<file path="config.mk">
export PLATFORM = sky130hd
export DESIGN_NAME = uart_rx_fifo
export DESIGN_NICKNAME = d
export VERILOG_FILES = /design/src/rtl/uart_rx_fifo_pkg.sv /design/src/rtl/uart_rx_fifo_rise_detect.sv /design/src/rtl/uart_rx_fifo.sv
export SDC_FILE = /design/constraint.sdc
export NUM_CORES = 1
export LEC_CHECK = 0
export CORE_UTILIZATION = 25
export CTS_BUF_LIST = sky130_fd_sc_hd__clkbuf_4 sky130_fd_sc_hd__clkbuf_8
export CTS_CLUSTER_DIAMETER = 80
export DETAILED_ROUTE_END_ITERATION = 8
export GPL_ROUTABILITY_DRIVEN = 0
export SYNTH_ARGS = -nofsm -noshare
export SYNTH_HDL_FRONTEND = slang
export SYNTH_SLANG_ARGS = --single-unit
export TNS_END_PERCENT = 5
</file>
<file path="constraint.sdc">
create_clock -name hz100 -period 5.4 [get_ports hz100]
set_input_delay 1.08 -clock hz100 [delete_from_list [all_inputs] [get_ports hz100]]
set_output_delay 1.08 -clock hz100 [all_outputs]
set_load 0.03 [all_outputs]
</file>
<file path="src/rtl/uart_rx_fifo_pkg.sv">
// Shared types for the UART receive FIFO: handshake FSM states and default depth.
package uart_rx_pkg;

   typedef enum logic [1:0] {
      IDLE,
      ACK,
      WAIT_LO
   } rx_state_t;

   localparam int RX_DEPTH_DEFAULT = 8;

endpackage

</file>
<file path="src/rtl/uart_rx_fifo_rise_detect.sv">
// Rising-edge detector: one-cycle pulse on the first cycle a level input is seen high.
module rise_detect (
   input  logic clk,
   input  logic reset,
   input  logic in,
   output logic pulse
);

   logic r_prev;

   always_ff @(posedge clk) begin
      if (reset) r_prev <= 1'b0;
      else       r_prev <= in;
   end

   assign pulse = in & ~r_prev;

endmodule

</file>
<file path="src/rtl/uart_rx_fifo.sv">
// UART receive FIFO: acknowledges bytes from the UART with a one-cycle rxclk and
// queues them; a pushbutton pops the head. UART_RX_FIFO_DROP_EN acks and drops when full.
//
// state   | meaning
// IDLE    | waiting for rxready; captures the byte if there is room
// ACK     | rxclk high for this single cycle
// WAIT_LO | waiting for the UART to drop rxready
module uart_rx_fifo
   import uart_rx_pkg::*;
#(
   parameter int DEPTH = RX_DEPTH_DEFAULT,
   parameter int WIDTH = 8
) (
   input  logic                     hz100,
   input  logic                     reset,
   input  logic [WIDTH-1:0]         rxdata,
   input  logic                     rxready,
   output logic                     rxclk,
   input  logic                     pop_btn,
   output logic [WIDTH-1:0]         dout,
   output logic [$clog2(DEPTH):0]   count,
   output logic                     empty,
   output logic                     full,
   output logic                     overflow
);

   localparam int AW = $clog2(DEPTH);
   localparam int CW = AW + 1;
   localparam logic [CW-1:0] FULL_CNT = CW'(DEPTH);

   rx_state_t        r_state;
   rx_state_t        w_state_nxt;
   logic             r_rxclk;
   logic [AW-1:0]    r_wr_ptr;
   logic [AW-1:0]    r_rd_ptr;
   logic [CW-1:0]    r_count;
   logic [WIDTH-1:0] r_mem [DEPTH];
   logic             w_push;
   logic             w_pop;
   logic             w_pop_edge;
`ifdef UART_RX_FIFO_DROP_EN
   logic             w_drop;
   logic             r_overflow;
`endif

   rise_detect u_pop_edge (
      .clk   (hz100),
      .reset (reset),
      .in    (pop_btn),
      .pulse (w_pop_edge)
   );

   assign empty = (r_count == '0);
   assign full  = (r_count == FULL_CNT);
   assign count = r_count;
   assign rxclk = r_rxclk;
   assign dout  = empty ? '0 : r_mem[r_rd_ptr];
   assign w_pop = w_pop_edge & ~empty;

   always_comb begin
      w_state_nxt = r_state;
      w_push      = 1'b0;
`ifdef UART_RX_FIFO_DROP_EN
      w_drop      = 1'b0;
`endif
      case (r_state)
         IDLE: begin
            // full is the pre-pop occupancy, so a same-cycle pop never admits a push
            if (rxready) begin
               if (!full) begin
                  w_push      = 1'b1;
                  w_state_nxt = ACK;
               end
`ifdef UART_RX_FIFO_DROP_EN
               else begin
                  w_drop      = 1'b1;
                  w_state_nxt = ACK;
               end
`endif
            end
         end
         ACK:     w_state_nxt = WAIT_LO;
         WAIT_LO: if (!rxready) w_state_nxt = IDLE;
         default: w_state_nxt = IDLE;
      endcase
   end

   always_ff @(posedge hz100) begin
      if (reset) begin
         r_state  <= IDLE;
         r_rxclk  <= 1'b0;
         r_wr_ptr <= '0;
         r_rd_ptr <= '0;
         r_count  <= '0;
      end else begin
         r_state <= w_state_nxt;
         r_rxclk <= (w_state_nxt == ACK);
         if (w_push) r_wr_ptr <= r_wr_ptr + 1'b1;
         if (w_pop)  r_rd_ptr <= r_rd_ptr + 1'b1;
         case ({w_push, w_pop})
            2'b10:   r_count <= r_count + 1'b1;
            2'b01:   r_count <= r_count - 1'b1;
            default: r_count <= r_count;
         endcase
      end
   end

   always_ff @(posedge hz100) begin
      if (w_push && !reset) r_mem[r_wr_ptr] <= rxdata;
   end

`ifdef UART_RX_FIFO_DROP_EN
   always_ff @(posedge hz100) begin
      if (reset)       r_overflow <= 1'b0;
      else if (w_drop) r_overflow <= 1'b1;
   end
   assign overflow = r_overflow;
`else
   assign overflow = 1'b0;
`endif

endmodule

</file>
==> run summary, run 1 <==
Clock buffer count from CTS = 9
RSZ-0062 raised after global routing = false
Mapped cell area = 3310 µm²
Top cells by count, synth = edfxtp_1, nor2_1, dfxtp_1, mux4_2, mux2i_1
Fin Clk Skew = 0.0124 ns
IO Port Bufs = 26
Area growth syn-to-layout = 18.6%
# diodes = 0
Post-DRT Antenna Nets = 0
Post-CTS Setup Inserts = 0
Initial drt markers = 80
Hold Worst Slack = 0.490 ns
Residual DRC = 0
Synth top area share = 0.581
H-tree levels = 3
Slew @ Worst Pin = 0.965 ns
Sequential power share = 0.444
Die height = 117 µm
DR pass1 iterations = 4
Worst EP arrival = 2.51 ns
P_int = 0.00113 W
Outcome = completed
Final Setup Violations = 0
Clock root buffer = clkbuf_8
Worst-skew pair later-pin latency = 0.36 ns
Psw = 0.000565 W
Routed wire length per instance = 14.7 µm
EDFF count, synth = 64
Vias in the first global route = 1,727
Post-layout util = 0.307
Core area = 12,800 µm²
TNS Setup = 0 ns
Ys Warns = 0
Crit path launch type = flop
Longest Clk Path Bufs = 2
Peak supply drop = 0.191 mV
Post-cts resize count = 0
Tcrit/Tclk final = 0.665
Maximum capacitance violations = 0
Final HPWL DP = 3.78 mm
I/O Pins = 28
Cells on worst reg2reg path = 10
Total GRT Usage = 0.0973
Power Density = 432 nW/µm²
WP data required = 4.32 ns
Hold path cells = 2
Final net count = 242
Clock-pin slew on the worst setup and hold paths = 0.08 ns
CTS tree = done
Clock share of power = 0.217
Flop2flop setup slack = 2.71 ns
Initial antenna violation count = 0
Biggest area consumer among synthesized cells = edfxtp_1
WS Path Type = flop to primary output
Synth top area cells = edfxtp_1, mux4_2, dfxtp_1
Via count of the routed design = 1,684
Hold Path Class = flop to flop
Crit-path max FO = 16
Drt via density = 4.19
Die ar. = 13,700 µm²
GRT overflow = 0
Setup crit end kind = primary output
Most frequent cell after synthesis = edfxtp_1
Average cell area after synthesis = 17.3 µm²
Final Hold Vio Count = 0
Async set or reset register ratio after synthesis = 0
Logic pwr share = 0.339
Largest net degree at the start of global routing = 21
Max frequency = 0.278 GHz
CTS Hold Bufs = 0
Seq cells post-synth = 81
Cells after Synth = 191
Final min period = 3.59 ns
WL final = 5.90 mm
LEAKAGE = 1.21 nW
Die Span X = 117 µm
CTS Sinks = 81
Post-synthesis sequential area ratio = 0.684
Synth cell types = 35
Dominant synthesized flop cell = edfxtp_1
Mapped Nets = 208
Share of cells above drive strength 1 = 0.204
Std cell rows = 41
Switching share of power = 0.333
Initial Util = 0.259
First-pass GRT wire length = 9.29 mm
Slew Limit Fails = 0
Relative slew slack = 0.355
-- flip-flops by register name, summed over array words and instances, names as in the netlist, named ones only --
signal,flops
r_rd_ptr,3
r_mem,64
count,4
rxclk,1
r_wr_ptr,3
r_state,2
u_pop_edge.r_prev,1
-- logic make-up (layout without fill, tap and decap cells) --
family          count (synthesis)  after routing  share of synthesized area
other cells                     1              1                    0.00113
compound gates                  8              8                     0.0140
flops                          81             81                      0.684
xor+xnor                        7              7                     0.0185
mux                            27             27                      0.143
simple gates                   51             51                     0.0965
fa+ha+maj                       5              5                     0.0189
buf+inv                        11             50                     0.0242
-- layer usage --
layer  part of all wire  up-vias  wire length [µm]  global-route usage
li1                   -      795                 -                   -
met1               0.44      848              2620               0.113
met2               0.50       33              2930               0.161
met3              0.045        8               263              0.0381
met4              0.015        0                88              0.0405
met5                  0        -                 0                   0
-- cells in the final DEF (no fill, tap or decap), drive strengths merged --
cell type and count:
ha 5, nand2b 3, o21ai 2, clkbuf 9, a32o 1, xor2 3
mux2 1, a21oi 4, nand3b 2, nor4 2, conb 1, buf 7
clkinvlp 2, dfxtp 17, nor3b 2, or3 1, o22ai 1, nand2 6
nor4bb 1, clkdlybuf4s50 26, nor3 4, xnor2 4, inv 1, edfxtp 64
nor2 25, mux4 16, clkinv 5, nor4b 3, mux2i 10, nor2b 2
-- power by group through the flow --
stage	sequential, W	combinational, W	clock, W
global route	0.000760	0.000624	0.000410
global placement	0.000766	0.000586	0
CTS	0.000753	0.000591	0.000381
finish	0.000753	0.000575	0.000368
detailed placement	0.000767	0.000590	0
floorplan	0.000771	0.000409	0
-- worst paths after layout --
check | startpoint | end
setup / recovery | flop | dout[3]
hold / removal | r_state[0]$_SDFF_PP0_ | r_state[1]$_SDFF_PP0_
setup reg to reg | count[1]$_SDFFE_PP0P_ | count[2]$_SDFFE_PP0P_
hold reg to reg | r_state[0]$_SDFF_PP0_ | r_state[1]$_SDFF_PP0_
-- through the flow --
step	total power, W	setup WS (ns)	instances	cell area [µm²]
floorplan	0.00118	2.52	191	3310
global placement	0.00135	1.93	386	3760
detailed placement	0.00136	1.86	386	3760
CTS	0.00172	1.75	402	3920
global route	0.00179	1.69	402	3920
finish	0.00170	1.81	402	3920
-- worst max-delay path: stages (launching register included) --
cell and delay [ns]:
dfxtp_1 0.88, mux4_2 0.36, mux2i_1 0.07, nor2_1 0.16, clkdlybuf4s50_1 0.69
-- layout make-up --
class                           instances  area (µm²)
Multi-Input combinational cell         99         965
Clock inverter                          7        37.5
Clock buffer                            9         124
Timing Repair Buffer                   33         313
Inverter                                1        6.26
Sequential cell                        81        2260
Tap cell                              172         215
Fill cell                            1239        8850
(Power assumes the default switching activity.)
==> inputs of run 2 (changes only) <==
==> constraint.sdc (replaced) <==
create_clock -name hz100 -period 3.3 [get_ports hz100]
set_input_delay 0.66 -clock hz100 [delete_from_list [all_inputs] [get_ports hz100]]
set_output_delay 0.66 -clock hz100 [all_outputs]
set_load 0.03 [all_outputs]
==> run summary, run 2 (synthesis results as in run 1) <==
Die ar. = 13,700 µm²
Sequential power share = 0.433
TNS Setup = 0 ns
RSZ-0062 raised after global routing = false
Hold Path Class = flop to flop
Final Hold Vio Count = 0
Worst Hold Endpoint = r_state[1]$_SDFF_PP0_
Final net count = 248
Initial drt markers = 47
Hold path cells = 2
Crit path launch type = flop
Largest register FFs = 64
Std cell rows = 41
WL final = 6.07 mm
Register bank with the most flops = r_mem
Tcrit/Tclk final = 0.912
Slew @ Worst Pin = 0.584 ns
Clock share of power = 0.226
Worst-skew pair later-pin latency = 0.35 ns
Post-CTS Setup Inserts = 0
WS Path Type = flop to primary output
Area growth syn-to-layout = 20.4%
Clock root buffer = clkbuf_8
Flop2flop setup slack = 0.70 ns
Clock buffer count from CTS = 9
Final Setup Violations = 0
Setup crit end kind = primary output
Peak supply drop = 0.298 mV
Metal-1 WL = 2.63 mm
Core area = 12,800 µm²
Largest net degree at the start of global routing = 17
Initial Util = 0.259
Relative slew slack = 0.610
Final min period = 3.01 ns
CP delay by family, top = buffers and inverters
Switching share of power = 0.341
Worst EP arrival = 2.35 ns
First-pass GRT wire length = 9.65 mm
CTS Sinks = 81
Vias in the first global route = 1,794
Post-cts resize count = 0
Residual DRC = 0
Total GRT Usage = 0.0988
Top sig layer = met4
Maximum capacitance violations = 0
CTS Hold Bufs = 0
Critical R2R Launch = count[1]$_SDFFE_PP0P_
Slew Limit Fails = 0
H-tree levels = 3
CTS tree = done
HP Start = r_state[0]$_SDFF_PP0_
Max frequency = 0.332 GHz
Worst-path cell chain = buf_4 -> mux4_2 -> mux2i_1 -> nor2_1 -> clkdlybuf4s50_1
IO Port Bufs = 26
Power Density = 713 nW/µm²
DR pass1 iterations = 4
Commonest non-fill, non-tap cell in the layout = edfxtp_1
LEAKAGE = 1.24 nW
Die height = 117 µm
Psw = 0.000967 W
Clock-pin slew on the worst setup and hold paths = 0.08 ns
Drt via density = 4.17
Outcome = completed
Worst setup margin = 0.291 ns
Reg2Reg Capture Point = count[2]$_SDFFE_PP0P_
Cells on worst reg2reg path = 10
Logic pwr share = 0.341
Longest Clk Path Bufs = 2
WP depth = 5
Crit-path slowest cell = clkdlybuf4s50_1
Die Span X = 117 µm
Commonest non-fill, non-tap cells in the layout = edfxtp_1, clkdlybuf4s50_1, nor2_1
P_int = 0.00187 W
Final HPWL DP = 3.89 mm
WP data required = 2.64 ns
Via count of the routed design = 1,702
Total power = 0.00284 W
Initial antenna violation count = 0
Fin Clk Skew = 0.00958 ns
GRT overflow = 0
Crit path buf inv count = 2
Met2 wire length = 3.11 mm
Post-Place Setup Slack = 0.183 ns
WL met3 = 247 µm
Post-DRT Antenna Nets = 0
# diodes = 0
Crit-path max FO = 16
Share of cells above drive strength 1 = 0.229
Routed wire length per instance = 14.9 µm
I/O Pins = 28
Post-layout util = 0.312
Crit-path max cell delay = 0.60 ns
-- run 2: changes by cell type in the layout (fill, tap and decap cells not counted) --
cell and delta:
buf_4 +6, clkinv_1 -1, clkinv_2 -3, clkinv_4 +1
clkinvlp_4 +1, inv_6 +2
-- run 2: power groups by stage --
| stage | sequential, W | clock [W] | combinational (W) |
|---|---|---|---|
| floorplan | 0.00126 | 0 | 0.000670 |
| global placement | 0.00125 | 0 | 0.000973 |
| detailed placement | 0.00125 | 0 | 0.000987 |
| CTS | 0.00123 | 0.000668 | 0.000989 |
| global route | 0.00124 | 0.000702 | 0.00106 |
| finish | 0.00123 | 0.000643 | 0.000968 |
-- run 2: tightest hold or removal path: stages (launching register included) --
cell and delay [ns]:
dfxtp_1 0.33, nand2b_1 0.07, a21oi_1 0.06
-- run 2: how the worst max path moves through the flow --
stage	startpoint	endpoint
4_1_cts	flop	dout[3]
2_1_floorplan	count[1]$_SDFFE_PP0P_	count[2]$_SDFFE_PP0P_
3_3_place_gp	rxready	count[2]$_SDFFE_PP0P_
6_report	flop	dout[3]
3_5_place_dp	rxready	count[2]$_SDFFE_PP0P_
5_1_grt	flop	dout[7]
-- run 2: final cells by class --
class	count	area, µm²
Clock buffer	9	124
Timing Repair Buffer	39	358
Tap cell	172	215
Inverter	1	6.26
Fill cell	1267	8790
Sequential cell	81	2260
Clock inverter	7	52.6
Multi-Input combinational cell	99	965
-- run 2: metrics by stage --
step / hold slack [ns] / cell area (µm²) / cells
after floorplan: 0.453 / 3310 / 191
after global placement: 0.469 / 3810 / 392
after detailed placement: 0.497 / 3810 / 392
after CTS: 0.514 / 3980 / 408
after global routing: 0.560 / 3980 / 408
final: 0.507 / 3980 / 408
-- run 2: per-layer routing --
metal  GRT usage  vias up
met5           0        -
met4      0.0329        0
met3      0.0330        8
met2       0.170       30
met1       0.116      854
li1            -      810
==> inputs of run 3 (changes only) <==
--- a/config.mk
+++ b/config.mk
@@ -9,7 +9,6 @@
 export CTS_BUF_LIST = sky130_fd_sc_hd__clkbuf_4 sky130_fd_sc_hd__clkbuf_8
 export CTS_CLUSTER_DIAMETER = 80
 export DETAILED_ROUTE_END_ITERATION = 8
-export GPL_ROUTABILITY_DRIVEN = 0
 export SYNTH_ARGS = -nofsm -noshare
 export SYNTH_HDL_FRONTEND = slang
 export SYNTH_SLANG_ARGS = --single-unit
==> constraint.sdc (replaced) <==
create_clock -name hz100 -period 3.9 [get_ports hz100]
set_input_delay 0.78 -clock hz100 [delete_from_list [all_inputs] [get_ports hz100]]
set_output_delay 0.78 -clock hz100 [all_outputs]
set_load 0.03 [all_outputs]
==> run summary, run 3 (synthesis results as in run 1) <==
Worst-skew pair later-pin latency = 0.35 ns
DR pass1 iterations = 4
LEAKAGE = 1.26 nW
Tcrit/Tclk final = 0.811
First-pass GRT wire length = 9.38 mm
Fin Clk Skew = 0.00850 ns
Outcome = completed
Crit-path max FO = 16
Power Density = 619 nW/µm²
Total GRT Usage = 0.0964
Critical R2R Launch = count[1]$_SDFFE_PP0P_
Drt via density = 4.18
Std cell rows = 41
Clock root buffer = clkbuf_8
Placer Congestion = 0.705
Reg2Reg Capture Point = count[2]$_SDFFE_PP0P_
Post-CTS Setup Inserts = 0
Worst EP arrival = 2.38 ns
Commonest non-fill, non-tap cell in the layout = edfxtp_1
RSZ-0062 raised after global routing = false
Residual DRC = 0
Peak supply drop = 0.261 mV
Largest net degree at the start of global routing = 21
Worst Hold Endpoint = r_state[1]$_SDFF_PP0_
Routed wire length per instance = 14.5 µm
Register bank with the most flops = r_mem
Maximum capacitance violations = 0
Initial Util = 0.259
Hold Path Class = flop to flop
Via count of the routed design = 1,697
Vias in the first global route = 1,741
HP Start = r_state[0]$_SDFF_PP0_
Final HPWL DP = 3.76 mm
Clock buffer count from CTS = 9
Final min period = 3.16 ns
Die Span X = 117 µm
Core area = 12,800 µm²
Share of cells above drive strength 1 = 0.226
Placed Area = 3790 µm²
Initial drt markers = 62
Relative slew slack = 0.509
WS Path Type = flop to primary output
Final cell count without fillers = 406
Commonest non-fill, non-tap cells in the layout = edfxtp_1, clkdlybuf4s50_1, nor2_1
Placed Cells = 390
Final Hold Vio Count = 0
Crit path launch type = flop
CTS tree = done
Longest Clk Path Bufs = 2
GRT overflow = 0
I/O Pins = 28
Largest register FFs = 64
Initial antenna violation count = 0
TNS Setup = 0 ns
Clock-pin slew on the worst setup and hold paths = 0.09 ns
Die height = 117 µm
# diodes = 0
CTS Hold Bufs = 0
Slew Limit Fails = 0
WP data required = 3.12 ns
IO Port Bufs = 26
Area growth syn-to-layout = 20.9%
H-tree levels = 3
Cells on worst reg2reg path = 10
CTS Sinks = 81
Final net count = 246
Die ar. = 13,700 µm²
Setup crit end kind = primary output
Flop2flop setup slack = 1.19 ns
Max frequency = 0.316 GHz
Design area = 4000 µm²
Post-DRT Antenna Nets = 0
Total power = 0.00248 W
Post-cts resize count = 0
Slew @ Worst Pin = 0.735 ns
WL final = 5.90 mm
Final Setup Violations = 0
Hold path cells = 2
==> run 3: how the worst max path moves through the flow <==
stage	start	end
after global placement	rxready	count[2]$_SDFFE_PP0P_
after floorplan	count[1]$_SDFFE_PP0P_	count[2]$_SDFFE_PP0P_
after global routing	flop	dout[3]
after detailed placement	rxready	count[2]$_SDFFE_PP0P_
final	flop	dout[3]
after CTS	flop	dout[3]
==> run 3: power by group <==
| part | leakage, nW | internal (W) | switching [W] |
|---|---|---|---|
| registers | 0.716 | 0.000979 | 0.0000547 |
| logic | 0.439 | 0.000365 | 0.000440 |
| clock network | 0.103 | 0.000308 | 0.000329 |
| total | 1.26 | 0.00165 | 0.000824 |
==> run 3: critical path, cell delays in order (launching register included) <==
cell and delay, ns:
dfxtp_1 0.31, buf_4 0.30, mux4_2 0.55, mux2i_1 0.20, nor2_1 0.07, clkdlybuf4s50_1 0.59
==> run 3: area by class of cell <==
class | count | area (µm²)
inverters | 1 | 6.26
fillers | 1250 | 8770
well taps | 172 | 215
clock inverters | 7 | 83.8
repair buffers | 37 | 343
clock buffers | 9 | 124
multi-input cells | 99 | 965
flip-flops and latches | 81 | 2260
==> run 3: per-layer routing <==
metal  GRT usage  part of all wire  routed length, µm  vias to the layer above
li1            -                 -                  -                      807
met1       0.124              0.47               2770                      853
met2       0.147              0.47               2790                       28
met3      0.0273             0.039                232                        9
met4      0.0532             0.017                101                        0
met5           0                 0                  0                        -
==> run 3: metrics by stage <==
| step | utilization | setup WS, ns | hold WS [ns] |
|---|---|---|---|
| final | 0.313 | 0.737 | 0.489 |
| after global routing | 0.313 | 0.591 | 0.552 |
| after CTS | 0.313 | 0.648 | 0.489 |
| after detailed placement | 0.297 | 0.651 | 0.477 |
| after global placement | 0.297 | 0.732 | 0.465 |
| after floorplan | - | 1.15 | 0.453 |
